[config.mk]
export PLATFORM = sky130hd
export DESIGN_NAME = rr_lock_arbiter
export DESIGN_NICKNAME = d
export VERILOG_FILES = /design/src/rtl/rr_lock_arbiter.sv
export SDC_FILE = /design/constraint.sdc
export NUM_CORES = 1
export LEC_CHECK = 0
export CAP_MARGIN = 20
export CORE_MARGIN = 4
export CORE_UTILIZATION = 50
export CTS_BUF_LIST = sky130_fd_sc_hd__clkbuf_8
export CTS_CLUSTER_SIZE = 10
export DETAILED_ROUTE_END_ITERATION = 8
export GPL_ROUTABILITY_DRIVEN = 0
export PLACE_DENSITY = 0.68
export SLEW_MARGIN = 40
export SYNTH_ARGS = -nofsm -noshare
export SYNTH_HDL_FRONTEND = slang
export SYNTH_SLANG_ARGS = --single-unit
[constraint.sdc]
create_clock -name clk -period 11.2 [get_ports clk]
set_input_delay 3.36 -clock clk [delete_from_list [all_inputs] [get_ports clk]]
set_output_delay 3.36 -clock clk [all_outputs]
set_load 0.01 [all_outputs]
[src/rtl/rr_lock_arbiter.sv]
`default_nettype none
// ============================================================================
// Module   : rr_lock_arbiter
// Brief    : Registered round-robin arbiter with per-requester grant lock,
//            capped at MAX_HOLD consecutive cycles.
// Revision : 1.0 - initial release
// ============================================================================
module rr_lock_arbiter #(
    parameter int N        = 10,
    parameter int LOGN     = $clog2(N),
    parameter int MAX_HOLD = 4,
    parameter int CNTW     = $clog2(MAX_HOLD + 1)
) (
    input  logic            clk,
    input  logic            rst,
    input  logic [N-1:0]    req,
    input  logic [N-1:0]    lock,
    output logic [N-1:0]    gnt,
    output logic            gnt_vld,
    output logic [LOGN-1:0] gnt_idx,
    output logic            gnt_last
);

    typedef enum logic [0:0] {
        ST_IDLE  = 1'b0,
        ST_GRANT = 1'b1
    } state_t;

    localparam logic [CNTW-1:0] c_max_hold = CNTW'(MAX_HOLD);
    localparam logic [LOGN-1:0] c_last_idx = LOGN'(N - 1);

    state_t          r_state;
    logic [LOGN-1:0] r_ptr;
    logic [CNTW-1:0] r_hold;
    logic [N-1:0]    r_gnt;
    logic [LOGN-1:0] r_idx;

    logic [LOGN-1:0] w_winner;
    logic [N-1:0]    w_winner_oh;
    logic            w_any;
    logic            w_extend;

    // Scan from farthest to nearest so the nearest requester after ptr wins;
    // the modulo is an explicit subtract so non-power-of-2 N wraps correctly.
    always_comb begin
        int v_pos;
        v_pos       = 0;
        w_winner    = r_ptr;
        w_winner_oh = '0;
        w_any       = |req;
        for (int k = N; k >= 1; k--) begin
            v_pos = int'(r_ptr) + k;
            if (v_pos >= N) begin
                v_pos = v_pos - N;
            end
            if (req[v_pos]) begin
                w_winner = LOGN'(v_pos);
            end
        end
        w_winner_oh[w_winner] = 1'b1;
    end

    assign w_extend = (r_state == ST_GRANT) && lock[r_ptr] && (r_hold < c_max_hold);

    always_ff @(posedge clk or posedge rst) begin
        if (rst) begin
            r_state <= ST_IDLE;
            r_ptr   <= c_last_idx;
            r_hold  <= '0;
            r_gnt   <= '0;
            r_idx   <= '0;
        end else begin
            case (r_state)
                ST_IDLE: begin
                    if (w_any) begin
                        r_state <= ST_GRANT;
                        r_gnt   <= w_winner_oh;
                        r_ptr   <= w_winner;
                        r_idx   <= w_winner;
                        r_hold  <= CNTW'(1);
                    end else begin
                        r_gnt   <= '0;
                    end
                end
                ST_GRANT: begin
                    if (w_extend) begin
                        r_hold  <= r_hold + CNTW'(1);
                    end else if (w_any) begin
                        r_gnt   <= w_winner_oh;
                        r_ptr   <= w_winner;
                        r_idx   <= w_winner;
                        r_hold  <= CNTW'(1);
                    end else begin
                        r_state <= ST_IDLE;
                        r_gnt   <= '0;
                        r_hold  <= '0;
                    end
                end
                default: begin
                    r_state <= ST_IDLE;
                    r_gnt   <= '0;
                end
            endcase
        end
    end

    assign gnt      = r_gnt;
    assign gnt_vld  = |r_gnt;
    assign gnt_idx  = r_idx;
    assign gnt_last = gnt_vld && !w_extend;

endmodule
`default_nettype wire

==> flow_metrics.tcl, run 1 <==
set metrics [dict create \
    ctsLongestPathBuffers 2 \
    portBuffers 37 \
    wl_per_cell_um 20.5 \
    avgSynthCellArea_um2 7.92 \
    cts_root_buf "clkbuf_8" \
    cts_tree "yes" \
    num_vias 4140 \
    clock_latency_ns 0.25 \
    syn_nets 530 \
    dp_hpwl_um 9250 \
    grt_max_degree 40 \
    fillers 686 \
    synth_edf_count 0 \
    synth.distinct_cells 88 \
    outcome "finished, final reports clean" \
    fp-row-count 31 \
    drive_above_1_share_pct 9.98 \
    diodes 0 \
    overflow 0 \
    ant_nets 0 \
    die_width_um 95.9 \
    hold_buffers 0 \
    grt_util_all_layers_pct 26.4 \
    setup-tns-final_ns 0 \
    yosysTopAreaCell "dfrtp_1" \
    grt_pass1_wl_um 19300 \
    numCtsBuffers 3 \
    ys_ff_latch 20 \
    critPathArrivalTime_ns 5.62 \
    finalNonFillerCells 600 \
    die_h_um 95.9 \
    rsz0062_at_grt "no" \
    start_util_pct 52.4 \
    finalSetupViolCount 0 \
    post_cts_buffers 0 \
    ys_async_sr_fraction_pct 100 \
    period_share_pct 80.2 \
    syn_to_final_growth_pct 11.1 \
    hold_violations 0 \
    nNetsFinal 545 \
    cts_htree_levels 1 \
    dr.pass1.iters 5 \
    drt-total-wl_um 12300 \
    route.detailed.drc 0 \
    worstPathRequired_ns 7.84 \
    worstSetupPathType "in2out" \
    avgViaCountPerCell 6.90 \
    cp-start-kind "input pin" \
    maxSlewViolCount 0 \
    worstSetupEndpointType "output port" \
    cts_resized 0 \
    antenna_found_initial 0 \
    cts_sinks 20 \
    timing.fmax_mhz 111 \
    synth-seq-area-share_pct 13.0 \
    synth-warning-count 0 \
    period_minus_slack_ns 8.98 \
    cap_violations 0 \
    drt_iter0_drc 272 \
    dp_cells 596 \
    yosys-top-cells-area "dfrtp_1, ha_1, mux4_2, o21ai_0, mux2i_1" \
    dieArea_um2 9190 \
    coreArea_um2 7370 \
    hold_path_class "reg2reg" \
    slew_headroom_pct 49.7 \
    io_pins 38 \
    path_max_fanout 16 \
    synthesis.area_um2 3860 \
    ys.flop_type "dfrtp_1" \
    fin_worst_skew_ns 0.00197 \
    hold_slack_ns 0.501 \
    path_clk_slew_ns 0.07 \
    syn_inst 487 \
    yosysTopAreaCellShare_pct 11.7 \
    tightestPinTransition_ns 0.733 \
    grt_pass1_vias 3845 \
]
## state kept, by name, summed over array words and instances, names as in the netlist
signal / flops
gnt_idx: 4
r_state: 1
r_hold: 3
r_ptr: 2
gnt: 10
## final cells by class
class | instances | area, um2 | area share, %
timing repair buffer | 41 | 408 | 9.51
sequential | 20 | 503 | 11.7
multi-input combinational | 420 | 3140 | 73.2
clock buffer | 4 | 55.1 | 1.28
inverter | 16 | 60.1 | 1.40
tap | 99 | 124 | 2.89
## per-stage QoR
step	setup slack [ns]	area, um2	utilization, %
floorplan	3.30	3860	-
global placement	2.28	4220	57.2
detailed placement	2.22	4230	57.4
CTS	2.21	4290	58.2
global route	2.03	4290	58.2
finish	2.22	4290	58.2
## final timing paths
kind	start	slack, ns	cells after the start	to
hold reg to reg	r_hold[2]$_DFFE_PP0P_	0.50	1	r_hold[2]$_DFFE_PP0P_
hold / removal	r_hold[2]$_DFFE_PP0P_	0.50	1	r_hold[2]$_DFFE_PP0P_
setup / recovery	lock[5]	2.22	8	gnt_last
max in group asynchronous	rst	7.41	2	r_ptr[3]$_DFFE_PP1P_
setup reg to reg	r_ptr[0]$_DFFE_PP1P_	5.30	15	gnt[6]$_DFFE_PP0N_
min in group asynchronous	rst	3.43	2	r_hold[1]$_DFFE_PP0P_
## synthesized netlist by cell type (5+ instances only)
master    number
nand3b_1       5
a31oi_1       10
and3_1         5
o21ai_0       33
o31ai_1       10
nor2_1        29
nor4_1         8
mux4_2         8
buf_2          6
a211oi_1       8
o21a_1         9
inv_1         15
mux2i_1       16
nor3_1        10
mux2_2        11
o211ai_1      10
nand3_1       17
a21oi_1       26
nand2_1       32
dfrtp_1       18
clkbuf_1      16
a21o_1         5
and3b_1        5
a32o_1         6
xnor2_1       11
ha_1          21
nand2b_1      12
nand4_1        7
nor2b_1       14
buf_4          5
## cell usage in the layout, fill, tap and decap left out, types with 11 or more instances in the layout
cell	netlist	final
clkdlybuf4s50_1	0	37
o21ai_0	33	33
nand2_1	32	32
nor2_1	29	29
a21oi_1	26	26
ha_1	21	21
dfrtp_1	18	18
nand3_1	17	17
mux2i_1	16	16
inv_1	15	14
nor2b_1	14	14
nand2b_1	12	12
xnor2_1	11	11
mux2_2	11	11
## critical path: stages
cell and delay [ns]:
clkdlybuf4s50_1 0.40, mux4_2 0.46, nand2_1 0.09, o31a_1 0.15
o21ai_0 0.07, and3b_1 0.37, nor2b_1 0.18, clkdlybuf4s50_1 0.54
## kinds of logic after synthesis
group / after synthesis / share of synthesized area, %
mux: 35 / 12.0
xor+xnor: 15 / 3.96
simple gates: 167 / 23.4
compound gates: 180 / 34.6
fa+ha+maj: 23 / 7.33
buf+inv: 47 / 5.64
flops: 20 / 13.0
## routing by layer
layer	track usage [%]	up-vias	share of wire, %
met5	0	-	0
met3	4.07	30	7.6
met2	42.2	203	46
met1	36.8	1984	44
li1	-	1923	-
met4	7.46	0	2.4
Power of run 1 is left out: the tool's default activity adds up to more than one toggle a clock period on the data nets, which glitch-free logic cannot reach.
==> inputs of run 2 (changes only) <==
--- a/config.mk
+++ b/config.mk
@@ -12,7 +12,7 @@
 export CTS_CLUSTER_SIZE = 10
 export DETAILED_ROUTE_END_ITERATION = 8
 export GPL_ROUTABILITY_DRIVEN = 0
-export PLACE_DENSITY = 0.68
+export PLACE_DENSITY = 0.71
 export SLEW_MARGIN = 40
 export SYNTH_ARGS = -nofsm -noshare
 export SYNTH_HDL_FRONTEND = slang
==> constraint.sdc (replaced) <==
create_clock -name clk -period 7.2 [get_ports clk]
set_input_delay 2.16 -clock clk [delete_from_list [all_inputs] [get_ports clk]]
set_output_delay 2.16 -clock clk [all_outputs]
set_load 0.01 [all_outputs]
==> flow_metrics.tcl, run 2 (same netlist as run 1, synthesis figures left out) <==
set metrics [dict create \
    outcome "finished, final reports clean" \
    grt_max_degree 42 \
    hold_path_class "reg2reg" \
    drive_above_1_share_pct 10.2 \
    dp_hpwl_um 9050 \
    grt_pass1_vias 3870 \
    numCtsBuffers 3 \
    cts_htree_levels 1 \
    layout_common_cells "clkdlybuf4s50_1, o21ai_0, nand2_1" \
    fin_worst_skew_ns 0.00134 \
    route.detailed.drc 0 \
    r2r_slack_ns 1.84 \
    hold_slack_ns 0.507 \
    crit_path_end "gnt_last" \
    dieArea_um2 9190 \
    period_minus_slack_ns 6.54 \
    io_pins 38 \
    dp_cells 597 \
    portBuffers 37 \
    grt_util_all_layers_pct 26.3 \
    drt-total-wl_um 12200 \
    maxSlewViolCount 0 \
    dr.pass1.iters 7 \
    finalSetupViolCount 0 \
    drt_iter0_drc 468 \
    start_util_pct 52.4 \
    clock_latency_ns 0.25 \
    slew_headroom_pct 46.3 \
    cts_root_buf "clkbuf_8" \
    coreArea_um2 7370 \
    critPathArrivalTime_ns 4.38 \
    path_clk_slew_ns 0.07 \
    worstSetupPathType "in2out" \
    fillers 661 \
    ctsLongestPathBuffers 2 \
    crit_start "lock[5]" \
    hold_violations 0 \
    post_cts_buffers 0 \
    layout.area.seq_um2 503 \
    largest_register_ffs 10 \
    cts_sinks 20 \
    fp-row-count 31 \
    setup-tns-final_ns 0 \
    period_share_pct 90.9 \
    r2r_end "gnt[7]$_DFFE_PP0N_" \
    slowest_stage "clkdlybuf4s50_1" \
    critPathMostFrequentCell "clkdlybuf4s50_1" \
    r2r-start "gnt_idx[1]$_DFFE_PP0P_" \
    cp_cell_sequence "clkdlybuf4s50_1 > mux4_2 > nand2_1 > o31a_1 > o21ai_0 > and3b_1 > nor2b_1 > clkdlybuf4s50_1" \
    cp-start-kind "input pin" \
    cts_tree "yes" \
    path_max_fanout 16 \
    grt_pass1_wl_um 19200 \
    tightestPinTransition_ns 0.783 \
    rsz0062_at_grt "no" \
    worstSetupEndpointType "output port" \
    overflow 0 \
    avgViaCountPerCell 7.03 \
    ant_nets 0 \
    worstPathRequired_ns 5.04 \
    cts_resized 0 \
    die_h_um 95.9 \
    timing.fmax_mhz 153 \
    max_stage_delay_ns 0.54 \
    finalNonFillerCells 601 \
    final_common_cell "clkdlybuf4s50_1" \
    syn_to_final_growth_pct 11.1 \
    die_width_um 95.9 \
    wl_per_cell_um 20.2 \
    utilization_pct 58.2 \
    multiInputGateArea_um2 3140 \
    hold_buffers 0 \
    r2r_cells 14 \
    cap_violations 0 \
    nNetsFinal 546 \
    antenna_found_initial 0 \
    diodes 0 \
    num_vias 4224 \
]
[run 2: changes by cell type in the layout (fill, tap and decap cells not counted), sizes merged]
cell,delta
buf,+1
[run 2: worst min path at each step]
stage | cells past startpoint | end | slack (ns) | start
6_report | 1 | gnt_idx[3]$_DFFE_PP0P_ | 0.51 | gnt_idx[3]$_DFFE_PP0P_
3_3_place_gp | 1 | r_hold[2]$_DFFE_PP0P_ | 0.48 | r_hold[2]$_DFFE_PP0P_
3_5_place_dp | 1 | gnt_idx[3]$_DFFE_PP0P_ | 0.48 | gnt_idx[3]$_DFFE_PP0P_
4_1_cts | 1 | gnt_idx[3]$_DFFE_PP0P_ | 0.51 | gnt_idx[3]$_DFFE_PP0P_
2_1_floorplan | 1 | r_hold[2]$_DFFE_PP0P_ | 0.46 | r_hold[2]$_DFFE_PP0P_
5_1_grt | 1 | gnt_idx[0]$_DFFE_PP0P_ | 0.54 | gnt_idx[0]$_DFFE_PP0P_
[run 2: critical path, delay by kind of cell]
family | cells | cell delay, ns
AOI/OAI and AO/OA | 2 | 0.21
buffers and inverters | 2 | 0.95
muxes | 1 | 0.46
and+or+nand+nor | 3 | 0.60
[run 2: through the flow]
step | worst slack (ns) | instance area [um2]
finish | 0.657 | 4290
global route | 0.525 | 4290
CTS | 0.623 | 4290
detailed placement | 0.626 | 4230
global placement | 0.682 | 4230
floorplan | 1.70 | 3860
[run 2: metal layers]
metal | up-vias | GRT usage, % | share of wire (%)
met5 | - | 0 | 0
met4 | 0 | 6.40 | 2.9
li1 | 1920 | - | -
met2 | 268 | 43.6 | 47
met3 | 41 | 2.50 | 8.8
met1 | 1995 | 36.8 | 42
[run 2: cell type report]
cell class,instances,share of cell area (%)
Tap cell,99,2.89
Inverter,16,1.40
Multi-Input combinational cell,420,73.2
Clock buffer,4,1.28
Timing Repair Buffer,42,9.51
Sequential cell,20,11.7
Power of run 2 is left out for the same reason.
==> inputs of run 3 (changes only) <==
--- a/config.mk
+++ b/config.mk
@@ -13,6 +13,7 @@
 export DETAILED_ROUTE_END_ITERATION = 8
 export GPL_ROUTABILITY_DRIVEN = 0
 export PLACE_DENSITY = 0.71
+export SKIP_LAST_GASP = 1
 export SLEW_MARGIN = 40
 export SYNTH_ARGS = -nofsm -noshare
 export SYNTH_HDL_FRONTEND = slang
==> results of run 3 <==
Same layout as run 2: the final DEF is identical, and so are final timing and power.
Power of run 3 is left out for the same reason.
